## config.mk

```make
export PLATFORM = sky130hd
export DESIGN_NAME = plic_priority_index_flat
export DESIGN_NICKNAME = d
export VERILOG_FILES = /design/src/rtl/plic_pkg.sv /design/src/rtl/plic_priority_index_if.sv /design/src/rtl/plic_priority_node.sv /design/src/rtl/plic_priority_index.sv /design/src/flat_wrapper.sv
export SDC_FILE = /design/constraint.sdc
export NUM_CORES = 1
export LEC_CHECK = 0
export ABC_AREA = 1
export CORE_MARGIN = 1
export CORE_UTILIZATION = 41
export DETAILED_ROUTE_END_ITERATION = 6
export DONT_BUFFER_PORTS = 1
export GPL_TIMING_DRIVEN = 1
export PLACE_DENSITY = 0.62
export SETUP_SLACK_MARGIN = 0.2
export SYNTH_ARGS = -nofsm -noshare
export SYNTH_HDL_FRONTEND = slang
export SYNTH_HIERARCHICAL = 1
export SYNTH_SLANG_ARGS = --single-unit
```

## constraint.sdc

```tcl
create_clock -name clk -period 3 [get_ports clk]
set_input_delay 0.6 -clock clk [delete_from_list [all_inputs] [get_ports clk]]
set_output_delay 0.6 -clock clk [all_outputs]
set_load 0.02 [all_outputs]
```

## src/rtl/plic_pkg.sv

```systemverilog
// Shared types and sizing helpers for the PLIC priority selection path.
// Node fields are sized for the largest supported configuration; narrower IDs/priorities are zero-extended.
package plic_pkg;

   localparam int ID_NONE    = 0;
   localparam int NODE_ID_W  = 16;
   localparam int NODE_PRI_W = 8;

   typedef struct packed {
      logic [NODE_ID_W-1:0]  id;
      logic [NODE_PRI_W-1:0] prio;
   } plic_node_t;

   function automatic int sources_bits(input int sources);
      return $clog2(sources + 1);
   endfunction

   function automatic int priority_bits(input int priorities);
      return (priorities <= 2) ? 1 : $clog2(priorities);
   endfunction

   function automatic int tree_depth(input int sources);
      return $clog2(sources);
   endfunction

   function automatic int pipe_latency(input int depth, input int stage_levels);
      return (depth == 0) ? 1 : (depth + stage_levels - 1) / stage_levels;
   endfunction

endpackage

```

## src/rtl/plic_priority_index_if.sv

```systemverilog
// Pending/enable/priority inputs, claim strobe and winner outputs of one PLIC target selector.
interface plic_priority_index_if
   import plic_pkg::*;
#(
   parameter int SOURCES    = 8,
   parameter int PRIORITIES = 7
);
   localparam int SOURCES_BITS  = sources_bits(SOURCES);
   localparam int PRIORITY_BITS = priority_bits(PRIORITIES);

   logic [SOURCES-1:0]               src_pending_i;
   logic [SOURCES-1:0]               src_en_i;
   logic [SOURCES*PRIORITY_BITS-1:0] src_priority_i;
   logic                             claim_i;
   logic [SOURCES_BITS-1:0]          claim_id_i;
   logic [SOURCES_BITS-1:0]          id_o;
   logic [PRIORITY_BITS-1:0]         priority_o;

   modport master (
      output src_pending_i, src_en_i, src_priority_i, claim_i, claim_id_i,
      input  id_o, priority_o
   );

   modport slave (
      input  src_pending_i, src_en_i, src_priority_i, claim_i, claim_id_i,
      output id_o, priority_o
   );

endinterface

```

## src/rtl/plic_priority_node.sv

```systemverilog
// 2:1 max-select of {id, priority}; the left (lower-ID) child wins on equal priority.
module plic_priority_node
   import plic_pkg::*;
(
   input  plic_node_t left_i,
   input  plic_node_t right_i,
   output plic_node_t win_o
);

   assign win_o = (right_i.prio > left_i.prio) ? right_i : left_i;

endmodule

```

## src/rtl/plic_priority_index.sv

```systemverilog
// Pipelined highest-priority source selector for one PLIC target, with claim squash so a
// just-claimed source cannot leak out of stages that were filled before the claim.
module plic_priority_index
   import plic_pkg::*;
#(
   parameter int SOURCES      = 8,
   parameter int PRIORITIES   = 7,
   parameter int STAGE_LEVELS = 1
)(
   input logic                  clk,
   input logic                  rst_n,
   plic_priority_index_if.slave bus
);

   localparam int SOURCES_BITS  = sources_bits(SOURCES);
   localparam int PRIORITY_BITS = priority_bits(PRIORITIES);
   localparam int DEPTH         = tree_depth(SOURCES);
   localparam int NLEAF         = 1 << DEPTH;
   localparam int LAT           = pipe_latency(DEPTH, STAGE_LEVELS);
   localparam int CNT_W         = $clog2(LAT + 1);

   logic                    claim_vld;
   logic [CNT_W-1:0]        sq_cnt;
   logic [SOURCES_BITS-1:0] sq_id;
   logic                    squash;
   logic [NODE_ID_W-1:0]    squash_id;

   assign claim_vld = bus.claim_i && (bus.claim_id_i != SOURCES_BITS'(ID_NONE));

   // The held ID keeps squashing for LAT cycles so copies already in flight are caught at every stage.
   always_ff @(posedge clk or negedge rst_n) begin
      if (!rst_n) begin
         sq_cnt <= '0;
         sq_id  <= '0;
      end else if (claim_vld) begin
         sq_cnt <= CNT_W'(LAT);
         sq_id  <= bus.claim_id_i;
      end else if (sq_cnt != '0) begin
         sq_cnt <= sq_cnt - 1'b1;
      end
   end

   assign squash    = claim_vld || (sq_cnt != '0);
   assign squash_id = claim_vld ? NODE_ID_W'(bus.claim_id_i) : NODE_ID_W'(sq_id);

   // Heap-ordered tree: node 1 is the root, children of node i are 2i and 2i+1, leaves start at NLEAF.
   for (genvar i = 1; i < 2 * NLEAF; i++) begin : g_node
      localparam int HEIGHT = DEPTH - ($clog2(i + 1) - 1);

      plic_node_t comb_n;
      plic_node_t val_n;

      if (i >= NLEAF) begin : g_leaf
         localparam int SRC = i - NLEAF;
         if (SRC < SOURCES) begin : g_src
            assign comb_n = (bus.src_pending_i[SRC] && bus.src_en_i[SRC])
                          ? plic_node_t'{id:   NODE_ID_W'(SRC + 1),
                                         prio: NODE_PRI_W'(bus.src_priority_i[SRC*PRIORITY_BITS +: PRIORITY_BITS])}
                          : '0;
         end else begin : g_pad
            assign comb_n = '0;
         end
      end else begin : g_tree
         plic_priority_node u_node (
            .left_i  (g_node[2*i].val_n),
            .right_i (g_node[2*i+1].val_n),
            .win_o   (comb_n)
         );
      end

      // Stage boundary: every STAGE_LEVELS levels above the leaves, and always at the root.
      if (i == 1 || (HEIGHT > 0 && (HEIGHT % STAGE_LEVELS) == 0)) begin : g_reg
         plic_node_t node_p;
         always_ff @(posedge clk or negedge rst_n) begin
            if (!rst_n)
               node_p <= '0;
            else if (squash && (comb_n.id == squash_id))
               node_p <= '0;
            else
               node_p <= comb_n;
         end
         assign val_n = node_p;
      end else begin : g_wire
         assign val_n = comb_n;
      end
   end

   assign bus.id_o       = g_node[1].val_n.id[SOURCES_BITS-1:0];
   assign bus.priority_o = g_node[1].val_n.prio[PRIORITY_BITS-1:0];

   logic unused_root_hi;
   assign unused_root_hi = |{g_node[1].val_n.id[NODE_ID_W-1:SOURCES_BITS],
                             g_node[1].val_n.prio[NODE_PRI_W-1:PRIORITY_BITS]};

endmodule

```

## src/flat_wrapper.sv

```systemverilog
// flat-port wrapper written by rule: the top's interface ports become plain ports
module plic_priority_index_flat import plic_pkg::*;
#(
   parameter int SOURCES      = 8,
   parameter int PRIORITIES   = 7,
   parameter int STAGE_LEVELS = 1
)
  (clk, rst_n, bus_src_pending_i, bus_src_en_i, bus_src_priority_i, bus_claim_i, bus_claim_id_i, bus_id_o, bus_priority_o);
  plic_priority_index_if #(.SOURCES(SOURCES), .PRIORITIES(PRIORITIES)) bus_i ();
  input logic clk;
  input logic rst_n;
  input wire logic [$bits(bus_i.src_pending_i)-1:0] bus_src_pending_i;
  input wire logic [$bits(bus_i.src_en_i)-1:0] bus_src_en_i;
  input wire logic [$bits(bus_i.src_priority_i)-1:0] bus_src_priority_i;
  input wire logic [$bits(bus_i.claim_i)-1:0] bus_claim_i;
  input wire logic [$bits(bus_i.claim_id_i)-1:0] bus_claim_id_i;
  output wire logic [$bits(bus_i.id_o)-1:0] bus_id_o;
  output wire logic [$bits(bus_i.priority_o)-1:0] bus_priority_o;
  assign bus_i.src_pending_i = bus_src_pending_i;
  assign bus_i.src_en_i = bus_src_en_i;
  assign bus_i.src_priority_i = bus_src_priority_i;
  assign bus_i.claim_i = bus_claim_i;
  assign bus_i.claim_id_i = bus_claim_id_i;
  assign bus_id_o = bus_i.id_o;
  assign bus_priority_o = bus_i.priority_o;
  plic_priority_index #(.SOURCES(SOURCES), .PRIORITIES(PRIORITIES), .STAGE_LEVELS(STAGE_LEVELS)) u_core (.clk(clk), .rst_n(rst_n), .bus(bus_i));
endmodule
```

Yosys cells after proc, flatten, opt, wreduce, memory -nomap -nowiden
Cells that the tools add are included.

Multiply operators: 0. Div/mod/pow operators: 0. Equality and inequality tests: 7. Reductions and logical operators: 20. Shift-type cells: 0. Bitwise operators: 0. Order comparisons: 7. Add/subtract/negate cells: 1. Muxes and demuxes: 25.

Operators with widths (number): two-way mux 24 bit (13); == test 16 bit (6); > comparator 8 bit (7); two-way mux 11 bit (4); two-way mux 12 bit (2); two-way mux 10 bit (2); == test 16 x 4 -> 1 bit (1); logical AND 1 bit (16); two-way mux 9 bit (1); two-way mux 2 bit (2); two-way mux 4 bit (1); nonzero test 2 bit (2); nonzero test 4 bit (1); subtractor 2 x 1 -> 2 bit, second input constant (1); logical OR 1 bit (1).

Flip-flop bits (word level): 157. Bits in writable memories: 0. Word-level logic and storage cells: 76. Output and inout port bits: 7. Memories kept: 0. Input port bits: 47. Bits in read-only memories: 0. Bits in latches: 0.

Logic depth before layout (Yosys ltp)
Word-level depth: 7. Gate-level depth with buffers: 26. Depth with buffers taken out: 24.

Modules after synthesis
The synthesis kept the hierarchy.

Modules (own cells, without submodules): plic_priority_index (seq. area each 3928.8 um2, instances 1, area each 6291.0 um2, cells an instance 712); plic_priority_node (seq. area each 0.0 um2, instances 7, area each 630.6 um2, cells an instance 114).

Worst setup path after synthesis
OpenSTA, ideal clock, no wires.

Path type: in2reg. From: input port bus_src_pending_i[6]. To: register u_core/g_node[7].g_reg.node_p[11] (netlist name). Setup slack: 0.446 ns. Data arrival time: 2.441 ns. Data required time: 2.887 ns. Cell stages on the path: 22. Buffers on the path: 2. Cells stage by stage: nand2_1 nor2_1 inv_1 ha_1 nand2_1 nand2_1 nand2_1 nand2_1 nand2_1 nand2_4 nand2_4 buf_6 nand2_1 nand2_1 inv_1 nand3_1 nand2_1 nor2_1 nand3_1 buf_6 nand2_1 inv_1.

RTL lines: start, declared (RTL line flat_wrapper.sv:12) `input wire logic [$bits(bus_i.src_pending_i)-1:0] bus_src_pending_i;`; end signal, assigned (RTL line plic_priority_index.sv:80) `node_p <= comb_n;`; end, declared (RTL line plic_priority_index.sv:73) `plic_node_t node_p;`.

==> summary.md <==
| Metric | Value |
|---|---|
| Total CTS buffers | 17 |
| Startpoint types | register |
| Final setup fails | 0 |
| First-iteration detailed-routing DRC count | between 500 and 600 |
| CTS tree | done |
| CP peak stage delay | 0.40 ns |
| First-pass GRT wire length | 38470 µm |
| Routed wire length per instance | 12.21 µm |
| Slew Viols, Final | 0 |
| Vias in the first global route | approximately 8000 |
| CP Max Fanout | 7 |
| CP max-delay cell | dfrtp_1 |
| CP Buf/Inv Count | 6 |
| Initial Util | 0.4202 |
| CTS Buffer Depth | 2 |
| Vias | about 9000 |
| Final hold viol count | approximately 160 |
| Crit path required time | roughly 3.3 ns |
| Reg area | just under 4000 µm² |
| DRT Pass-1 Iters | 5 |
| Largest net degree at the start of global routing | 158 |
| Cell with the most instances on the worst path | nand2_1 |
| Ant diodes | 0 |
| Mapped Cells | 1495 |
| Nets@finish | around 1800 |
| Area grow syn2layout | 16.86% |
| Outcome | finished, violations left |
| Maxcap violations | 0 |
| Die Area | 26610 µm² |
| Clock transition at path regs | around 0.060 ns |
| Rows | 58 |
| Synth Cell Area | 10640 µm² |
| CTS root buf | clkbuf_16 |
| Initial antenna violation count | 0 |
| Via/cell ratio | 4.468 |
| Worst setup path class | register to register |
| Failing checks | hold timing |
| GRT Overall Usage | 0.1835 |
| RSZ-0062 raised after global routing | true |
| Final worst path period share | 0.9028 |
| Antenna Nets Post-Route | 0 |
| H-tree depth | 4 |
| Min cycle time layout | between 2 and 3 ns |
| Sink Count | between 150 and 200 |
| Multi-input gate area | a little over 6000 µm² |
| Latest clock arrival within the worst-skew pair | 0.43 ns |
| Delay-heaviest family, CP | simple AND/OR/NAND/NOR gates |
| Fmax | 0.3692 GHz |
| Hold slack | -0.1313 ns |
| Core area | 25330 µm² |
| Drc violations | 0 |
| P_leak | roughly 7.6 nW |
| # IOs | 54 |
| GRT overflow | 0 |
| Setup TNS | 0 ns |
| Min-Delay Path Class | input pin to async pin |
| GPL Wtd Cong | around 0.85 |
| Layout filler cell count | around 2500 |
| P per Cell Area | 640.2 nW/µm² |
| Ratio of cells with drive above 1 in the final layout | 0.1634 |
| Peak supply drop | roughly 0.47 mV |
| Buffers added on ports | 0 |
| Die Y | 163.1 µm |
| Worst path cell trace | inv_2 -> ha_4 -> nand2_2 -> nor2_4 -> buf_4 -> nand4_4 -> nand2_4 -> buf_4 -> nand2_1 -> nand2_1 -> inv_1 -> nand3_1 -> nand2_1 -> nor2_2 -> nand3_4 -> clkbuf_16 -> nand2_1 -> inv_1 |
| WP data arrival | between 3 and 4 ns |
| Routed WL | 24280 µm |
| Die width | 163.1 µm |
| Post-detail-place hpwl | about 17000 µm |
| Critical Path Sink Type | register |
| Worst clock skew | 0.008288 ns |
| Syn_area_per_cell | 7.119 µm² |
| Yosys warnings | 6 |
==> what timing repair did <==
item / 4_1_cts / 5_1_grt
endpoints found under the setup margin: 0 / 31
endpoints found under the hold margin: 157 / 157
resized for setup: 0 / 47
buffers inserted: 0 / 25
==> state kept, by name, summed over array words and instances (netlist names) <==
signal and flops:
u_core/bus.id_o 4, u_core/g_node.g_reg.node_p 144, u_core/bus.priority_o 3, u_core/sq_cnt 2, u_core/sq_id 4
==> report_power, final <==
part           switching [W]  total [W]  internal, W  leakage [nW]
sequential          0.000231    0.00279      0.00256          1.93
combinational        0.00194    0.00316      0.00122          5.38
clock               0.000818    0.00201      0.00119         0.273
==> final timing paths <==
path	to	start	slack, ns	cells past startpoint
worst max-delay path	u_core/g_node[2].g_reg.node_p[1]$_DFF_PN0_	u_core/g_node[4].g_reg.node_p[7]$_DFF_PN0_	0.29	18
worst max register to register	u_core/g_node[2].g_reg.node_p[1]$_DFF_PN0_	u_core/g_node[4].g_reg.node_p[7]$_DFF_PN0_	0.29	18
max in group asynchronous	u_core/g_node[7].g_reg.node_p[7]$_DFF_PN0_	rst_n	2.88	0
worst min register to register	u_core/g_node[2].g_reg.node_p[13]$_DFF_PN0_	u_core/g_node[4].g_reg.node_p[13]$_DFF_PN0_	0.48	2
min in group clk	u_core/sq_cnt[0]$_DFFE_PN0P_	bus_claim_i	0.38	2
worst min-delay path	u_core/g_node[4].g_reg.node_p[4]$_DFF_PN0_	rst_n	-0.13	0
==> final cells by class <==
type	instances	share of cell area
repair buffers	54	0.04165
clock buffers	23	0.03843
inverters	224	0.06761
multi-input cells	1193	0.4981
flip-flops and latches	157	0.3159
well taps	330	0.03320
clock inverters	7	0.005131
==> cell usage in the layout, fill, tap and decap left out, drive strengths merged <==
cell	count
nand2	562
inv	225
nand3	209
conb	195
dfrtp	157
nor2	127
ha	57
buf	52
clkbuf	25
a21oi	15
nand4	12
a21o	7
and2	6
clkinv	5
bufinv	1
nand3b	1
nor3	1
o211ai	1
==> routing by layer <==
layer,vias to the layer above,GRT usage,routed length (µm)
met4,0,0.05098,221
met1,4075,0.2473,11700
met3,18,0.03149,1003
met5,-,0,0
met2,181,0.3021,11350
li1,4609,-,-
==> through the flow <==
step	power, W	area [µm²]	utilization	worst slack (ns)	std cells
2_1_floorplan	0.005152	11370	-	0.4458	1689
3_3_place_gp	0.005321	11310	0.4467	0.1772	1925
3_5_place_dp	0.005370	11310	0.4467	0.1887	1925
4_1_cts	0.007404	11860	0.4681	0.2224	1955
5_1_grt	0.008544	12440	0.4911	0.1196	1988
6_report	0.007962	12440	0.4911	0.2917	1988
(Power assumes the default switching activity.)
